File: src/rtl/calc_pkg.sv
// Shared constants and types for the calculator output path.
// Bus layout, blank digit code and formatter FSM states.
package calc_pkg;

  localparam int BUS_W = 11;
  localparam int OVF_BIT = 10;

  localparam logic [3:0] BCD_BLANK = 4'hF;

  typedef enum logic [1:0] {
    IDLE  = 2'd0,
    ABS   = 2'd1,
    SHIFT = 2'd2,
    DONE  = 2'd3
  } state_t;

endpackage

File: src/rtl/result_bcd_formatter_bcd_add3.sv
// Double-dabble correction cell.
// Adds 3 to a BCD digit of 5 or more before the shift.
module bcd_add3 (
  input  logic [3:0] d,
  output logic [3:0] y
);

  // correct the digit so the following shift carries properly
  always_comb begin
    y = d;
    if (d >= 4'd5) y = d + 4'd3;
  end

endmodule

File: src/rtl/result_bcd_formatter.sv
// Result bus to sign/error/BCD formatter.
// Sequential double-dabble, one bit per clock, valid/ready on both sides.
module result_bcd_formatter
  import calc_pkg::*;
#(
  parameter int W = 10,
  parameter int DIGITS = 3
) (
  input  logic             clk,
  input  logic             rst,
  input  logic [BUS_W-1:0] a,
  input  logic             a_valid,
  output logic             a_ready,
  input  logic             q_ready,
  output logic             q_valid,
  output logic             q_neg,
  output logic             q_err,
  output logic [3:0]       q_d2,
  output logic [3:0]       q_d1,
  output logic [3:0]       q_d0
);

  localparam int BW = 4 * DIGITS;
  localparam int CW = $clog2(W + 1);

  state_t          state;
  logic [BUS_W-1:0] cap;
  logic [W:0]      mag;
  logic [W:0]      mag_abs;
  logic [BW-1:0]   bcd;
  logic [BW-1:0]   bcd_adj;
  logic [BW-1:0]   dig;
  logic [CW-1:0]   cnt;

  assign a_ready = (state == IDLE) && !rst;

  assign q_d0 = dig[3:0];
  assign q_d1 = dig[7:4];
  assign q_d2 = dig[11:8];

  // magnitude one bit wider than the data so the most negative value fits
  always_comb begin
    mag_abs = {1'b0, cap[W-1:0]};
    if (cap[W-1])
      mag_abs = ~{cap[W-1], cap[W-1:0]} + {{W{1'b0}}, 1'b1};
  end

  for (genvar i = 0; i < DIGITS; i++) begin : g_dig
    bcd_add3 u_add3 (
      .d(bcd[4*i +: 4]),
      .y(bcd_adj[4*i +: 4])
    );
  end

  // control FSM, shift register and registered outputs
  always_ff @(posedge clk) begin
    if (rst) begin
      state   <= IDLE;
      cap     <= '0;
      mag     <= '0;
      bcd     <= '0;
      cnt     <= '0;
      dig     <= '0;
      q_valid <= 1'b0;
      q_neg   <= 1'b0;
      q_err   <= 1'b0;
    end else begin
      unique case (state)
        IDLE: begin
          if (a_valid) begin
            cap   <= a;
            state <= ABS;
          end
        end
        ABS: begin
          state <= SHIFT;
          if (cap[OVF_BIT]) begin
            // overflow skips conversion; the blank code flows out as digits
            q_err <= 1'b1;
            q_neg <= 1'b0;
            bcd   <= {DIGITS{BCD_BLANK}};
            cnt   <= '0;
          end else begin
            q_err <= 1'b0;
            q_neg <= cap[W-1];
            mag   <= mag_abs;
            bcd   <= '0;
            cnt   <= CW'(W);
          end
        end
        SHIFT: begin
          if (cnt != '0) begin
            bcd <= {bcd_adj[BW-2:0], mag[W-1]};
            mag <= {mag[W-1:0], 1'b0};
            cnt <= cnt - 1'b1;
          end else begin
            dig     <= bcd;
            q_valid <= 1'b1;
            state   <= DONE;
          end
        end
        DONE: begin
          if (q_ready) begin
            q_valid <= 1'b0;
            state   <= IDLE;
          end
        end
        default: state <= IDLE;
      endcase
    end
  end

endmodule

File: config.mk
export PLATFORM = sky130hd
export DESIGN_NAME = result_bcd_formatter
export DESIGN_NICKNAME = d
export VERILOG_FILES = /design/src/rtl/calc_pkg.sv /design/src/rtl/result_bcd_formatter_bcd_add3.sv /design/src/rtl/result_bcd_formatter.sv
export SDC_FILE = /design/constraint.sdc
export NUM_CORES = 1
export LEC_CHECK = 0
export ABC_AREA = 1
export CORE_AREA = 2 2 56 111
export CTS_CLUSTER_DIAMETER = 30
export DETAILED_ROUTE_END_ITERATION = 7
export DIE_AREA = 0 0 58 113
export GPL_TIMING_DRIVEN = 0
export HOLD_SLACK_MARGIN = 0.02
export PLACE_DENSITY = 0.82
export SYNTH_ARGS = -nofsm -noshare
export SYNTH_HDL_FRONTEND = slang
export SYNTH_HIERARCHICAL = 1
export SYNTH_SLANG_ARGS = --single-unit
File: constraint.sdc
create_clock -name clk -period 1.5 [get_ports clk]
set_input_delay 0.3 -clock clk [delete_from_list [all_inputs] [get_ports clk]]
set_output_delay 0.3 -clock clk [all_outputs]
set_load 0.03 [all_outputs]
# After elaboration in Yosys (flattened, before gate mapping)
# Cells that the tools add are included.
[totals]
rom_bits = 0
ramBits = 0
output_inout_bits = 16
latchBits = 0
reg_bits = 54
mem_count = 0
input_bits = 15
wordCells = 61
[op_classes]
add_sub_neg = 5
shift = 0
div_mod_pow = 0
reduce_logical = 12
mul = 0
n_eq_ne = 8
magnitude_cmp = 3
bitwise = 2
muxes = 22
[ops]
columns = ["cell", "n"]
rows = [
  ["$mux 10", 3],
  ["$mux 12", 2],
  ["$pmux 12 s2", 1],
  ["$pmux 10 s2", 1],
  ["$mux 4", 4],
  ["$ge 4x3->1 const B", 3],
  ["$add 10x1->10 const B", 1],
  ["$ne 2x2->1 const B", 5],
  ["$not 10->10", 1],
  ["$reduce_and 3->1", 3],
  ["$add 4x2->4 const B", 2],
  ["$pmux 2 s4", 1],
  ["$pmux 4 s2", 1],
  ["$mux 2", 3],
  ["$reduce_and 2->1", 3],
  ["$eq 2x2->1 const B", 2],
  ["$mux 1", 4],
  ["$reduce_bool 2->1", 2],
  ["$reduce_bool 4->1", 1],
  ["$sub 4x1->4 const B", 1],
  ["$add 3x2->3 const B", 1],
  ["$mux 3", 1],
  ["$eq 2x1->1 const B", 1],
  ["$logic_not 2->1", 1],
  ["4 further kinds", 4],
]

# Longest topological paths before layout
[logic_depth]
ltp_word = 5
mapped_depth = 9

# By module
# Netlist, hierarchy kept.
[by_module_without_submodules]
columns = ["module", "cells_per_inst", "area_each_um2", "instances"]
rows = [
  ["result_bcd_formatter", 329, 2378.5, 1],
  ["bcd_add3", 23, 135.1, 3],
]

# Least setup slack after synthesis
# No wires, ideal clock.
[synth_path]
kind = "flip-flop to flip-flop"
startpoint = "register state[0]"
endpoint = "register bcd[1]"
setup_ns = 0.119
path_stages_with_launch = 9
t_required_ns = 1.381
n_path_buf = 1
arrival_ns = 1.338
path_slack_ns = 0.043
cell_sequence = "dfxtp_1 > inv_1 > ha_1 > inv_2 > nand2_2 > nand2_2 > a21oi_2 > buf_4 > a21oi_1"
[synth_via]
elab_chain_cells = 3
[synth_rtl]
columns = ["element", "line_no", "text"]
rows = [
  ["start: declaration", "result_bcd_formatter.sv:26", "state_t state;"],
  ["start signal: assignment", "result_bcd_formatter.sv:58", "state <= IDLE;"],
  ["start signal: assignment", "result_bcd_formatter.sv:72", "state <= ABS;"],
  ["start signal: assignment", "result_bcd_formatter.sv:76", "state <= SHIFT;"],
  ["$eq 2x2->1 / $eq 2x1->1 (equally long branches)", "result_bcd_formatter.sv:68", "unique case (state)"],
  ["$ne 2x2->1 (no source line) / $reduce_bool 2->1 (equally long branches)", "--", ""],
  ["$reduce_and 2->1 (no source line)", "--", ""],
  ["end signal: assignment", "result_bcd_formatter.sv:81", "bcd <= {DIGITS{BCD_BLANK}};"],
  ["end signal: assignment", "result_bcd_formatter.sv:93", "bcd <= {bcd_adj[BW-2:0], mag[W-1]};"],
  ["end: declaration", "result_bcd_formatter.sv:30", "logic [BW-1:0] bcd;"],
]
# Parallel ways exist; a longest one is shown, timed or not.
# A chain may end at the register's enable or synchronous reset.

# Final worst setup path
[layout_path]
startpoint = "register state[1]"
endpoint = "register cap[6]"
[layout_via]
elab_chain_cells = 2
[layout_rtl]
columns = ["element", "line_no", "text"]
rows = [
  ["$logic_not 2->1", "result_bcd_formatter.sv:68", ""],
  ["$reduce_and 2->1 (no source line)", "--", ""],
  ["end signal: assignment", "result_bcd_formatter.sv:59", "cap <= '0;"],
  ["end signal: assignment", "result_bcd_formatter.sv:71", "cap <= a;"],
  ["end: declaration", "result_bcd_formatter.sv:27", "logic [BUS_W-1:0] cap;"],
]
# Every way passes these cells.

==> metrics <==
outcome completed; fin crit share 98.4%; Root Driver clkbuf_16; switching share of power 45.1%; routed vias/inst 5.41; Final Max Tran Viols 0; Overall Power ~7.4 mW; Total GRT Usage 23.4%; Antenna diodes 0; clock share of power 16.0%; post-synth net total 422; Final #Nets 462; Startpoint Class flip-flop; pwr/cell area 2150 nW/um2; maximum clock path buffer count 2; Post-DRT Antenna Nets 0; DRT iter0 DRCs 113; number of global-route vias before repair 2,746; Power Internal 4.04 mW; worst min path class primary input to flip-flop; largest net degree at the start of global routing 16; Hold-fix buffers, CTS 0; Skew-Pair Late Insertion Delay roughly 0.30 ns; layout cells sized above 1 15.7%; routed wire length per instance 14.3 um; RSZ-0062 raised after global routing true; Core Area roughly 5700 um2; final std cell area, no fill 3420 um2; Total Wirelength 7060 um; drt first pass iters 4; max_slew headroom 62.6%; chip width 58 um; placed inst area between 3000 and 4000 um2; GPL Wtd Cong 0.922; Worst VDD drop about 0.0016 V; Mapped Cells slightly below 400; drt drc 0; CP endpoint kind flip-flop; syn_area_per_cell ~7.0 um2; P_leak 1.45 nW; Worst-path clk slew 0.07 ns; Initial Util 48.7%; Yosys warnings 6; die area around 6600 um2; Congestion Overflow GR 0; Fmax 678 MHz; clock sinks 54; Max Cap Violations 0; Final Skew roughly 0.0036 ns; min Tclk post-route roughly 1.5 ns; Post-Syn Area ~2800 um2; switching pwr 3.31 mW; initial antenna violation count 0; first-pass GRT wire length 11,900 um; CTS Buf Count 5; final hold viol count 0; Gate power share 51.8%; DR vias between 2,000 and 3,000; Worst-Margin Slew roughly 0.56 ns; Setup Viol. Count Final 0; CTS tree built; CP Data Arrival Time 1.64 ns; I/O Pins 31; H-tree depth 2; hpwl dp 5200 um; Setup CP Type flip-flop to flip-flop; PortBufs 29; row cnt 39; Seq pwr share 32.2%; required time of the worst setup path 1.67 ns; Die H 113 um; Max FO, Critical Path 10; P&R area growth vs syn 23.9%
## final timing paths
path / slack [ns] / startpoint / cells after the start / endpoint
max: 0.02 / state[1]$_SDFFE_PP0P_ / 6 / cap[6]$_SDFFE_PP0P_
min: 0.40 / rst / 2 / dig[2]$_SDFFE_PP0P_
max reg2reg: 0.02 / state[1]$_SDFFE_PP0P_ / 6 / cap[6]$_SDFFE_PP0P_
min reg2reg: 0.45 / cnt[0]$_SDFFE_PP0P_ / 1 / cnt[0]$_SDFFE_PP0P_
## metrics by stage
stage	setup WS (ns)	setup TNS [ns]	hold WS, ns	instances	util, %
after global routing	-0.0418	-0.412	0.431	495	60.4
after global placement	-0.574	-6.12	0.441	483	55.2
after detailed placement	-0.585	-6.88	0.452	483	55.2
after floorplan	0.0429	0	0.426	393	-
final	0.0242	0	0.402	495	60.4
after CTS	-0.0712	-0.0712	0.383	492	58.6
## sequential cells by signal, summed over array words and instances (netlist names)
name and cells:
q_err 1, q_neg 1, mag 10, cap 11, state 2, cnt 4, q_valid 1, dig 12
bcd 12
## repair_timing
item	CTS	global route
pin swaps	0	4
gates cloned	0	2
hold endpoints to repair	0	0
buffers inserted	1	2
gates resized for setup	40	29
setup endpoints to repair	56	34
## final cells by class
class | count | area [um2]
clock inverters | 1 | 5.00
multi-input cells | 286 | 1540
repair buffers | 34 | 314
fillers | 518 | 2240
well taps | 61 | 76.3
clock buffers | 7 | 143
flip-flops and latches | 54 | 1090
plain buffers | 16 | 96.3
inverters | 36 | 145
## worst max-delay path: stages, from the launching register on
cell	delay, ns
dfxtp_4	0.37
inv_2	0.10
ha_4	0.14
nand2_1	0.08
clkbuf_2	0.18
o21ai_0	0.41
a21oi_1	0.07
## metal layers
layer | track usage, % | up-vias | share of wire (%)
li1 | - | 1350 | -
met1 | 21.4 | 1245 | 36
met2 | 43.9 | 65 | 56
met3 | 4.46 | 20 | 3.2
met4 | 15.8 | 0 | 4.4
met5 | 0 | - | 0
## power by group through the flow
| stage | clock (mW) | combinational, mW | sequential, mW |
|---|---|---|---|
| after floorplan | 0 | 2.54 | 2.31 |
| after global placement | 0 | 3.28 | 2.32 |
| after detailed placement | 0 | 3.38 | 2.33 |
| after CTS | 1.21 | 3.55 | 2.31 |
| after global routing | 1.25 | 4.27 | 2.43 |
| final | 1.18 | 3.81 | 2.37 |
## placed cells by master, fill, tap and decap left out, types with 6 or more instances in the layout
cell,count
a21oi_1,53
inv_1,26
o21ai_1,11
clkbuf_1,6
nand3_1,12
nor2_4,6
nor2_1,38
nand2_1,99
o21ai_0,28
dfxtp_1,47
dlygate4sd2_1,15
ha_1,9
clkdlybuf4s50_1,13
inv_2,8
(Power assumes the default switching activity.)
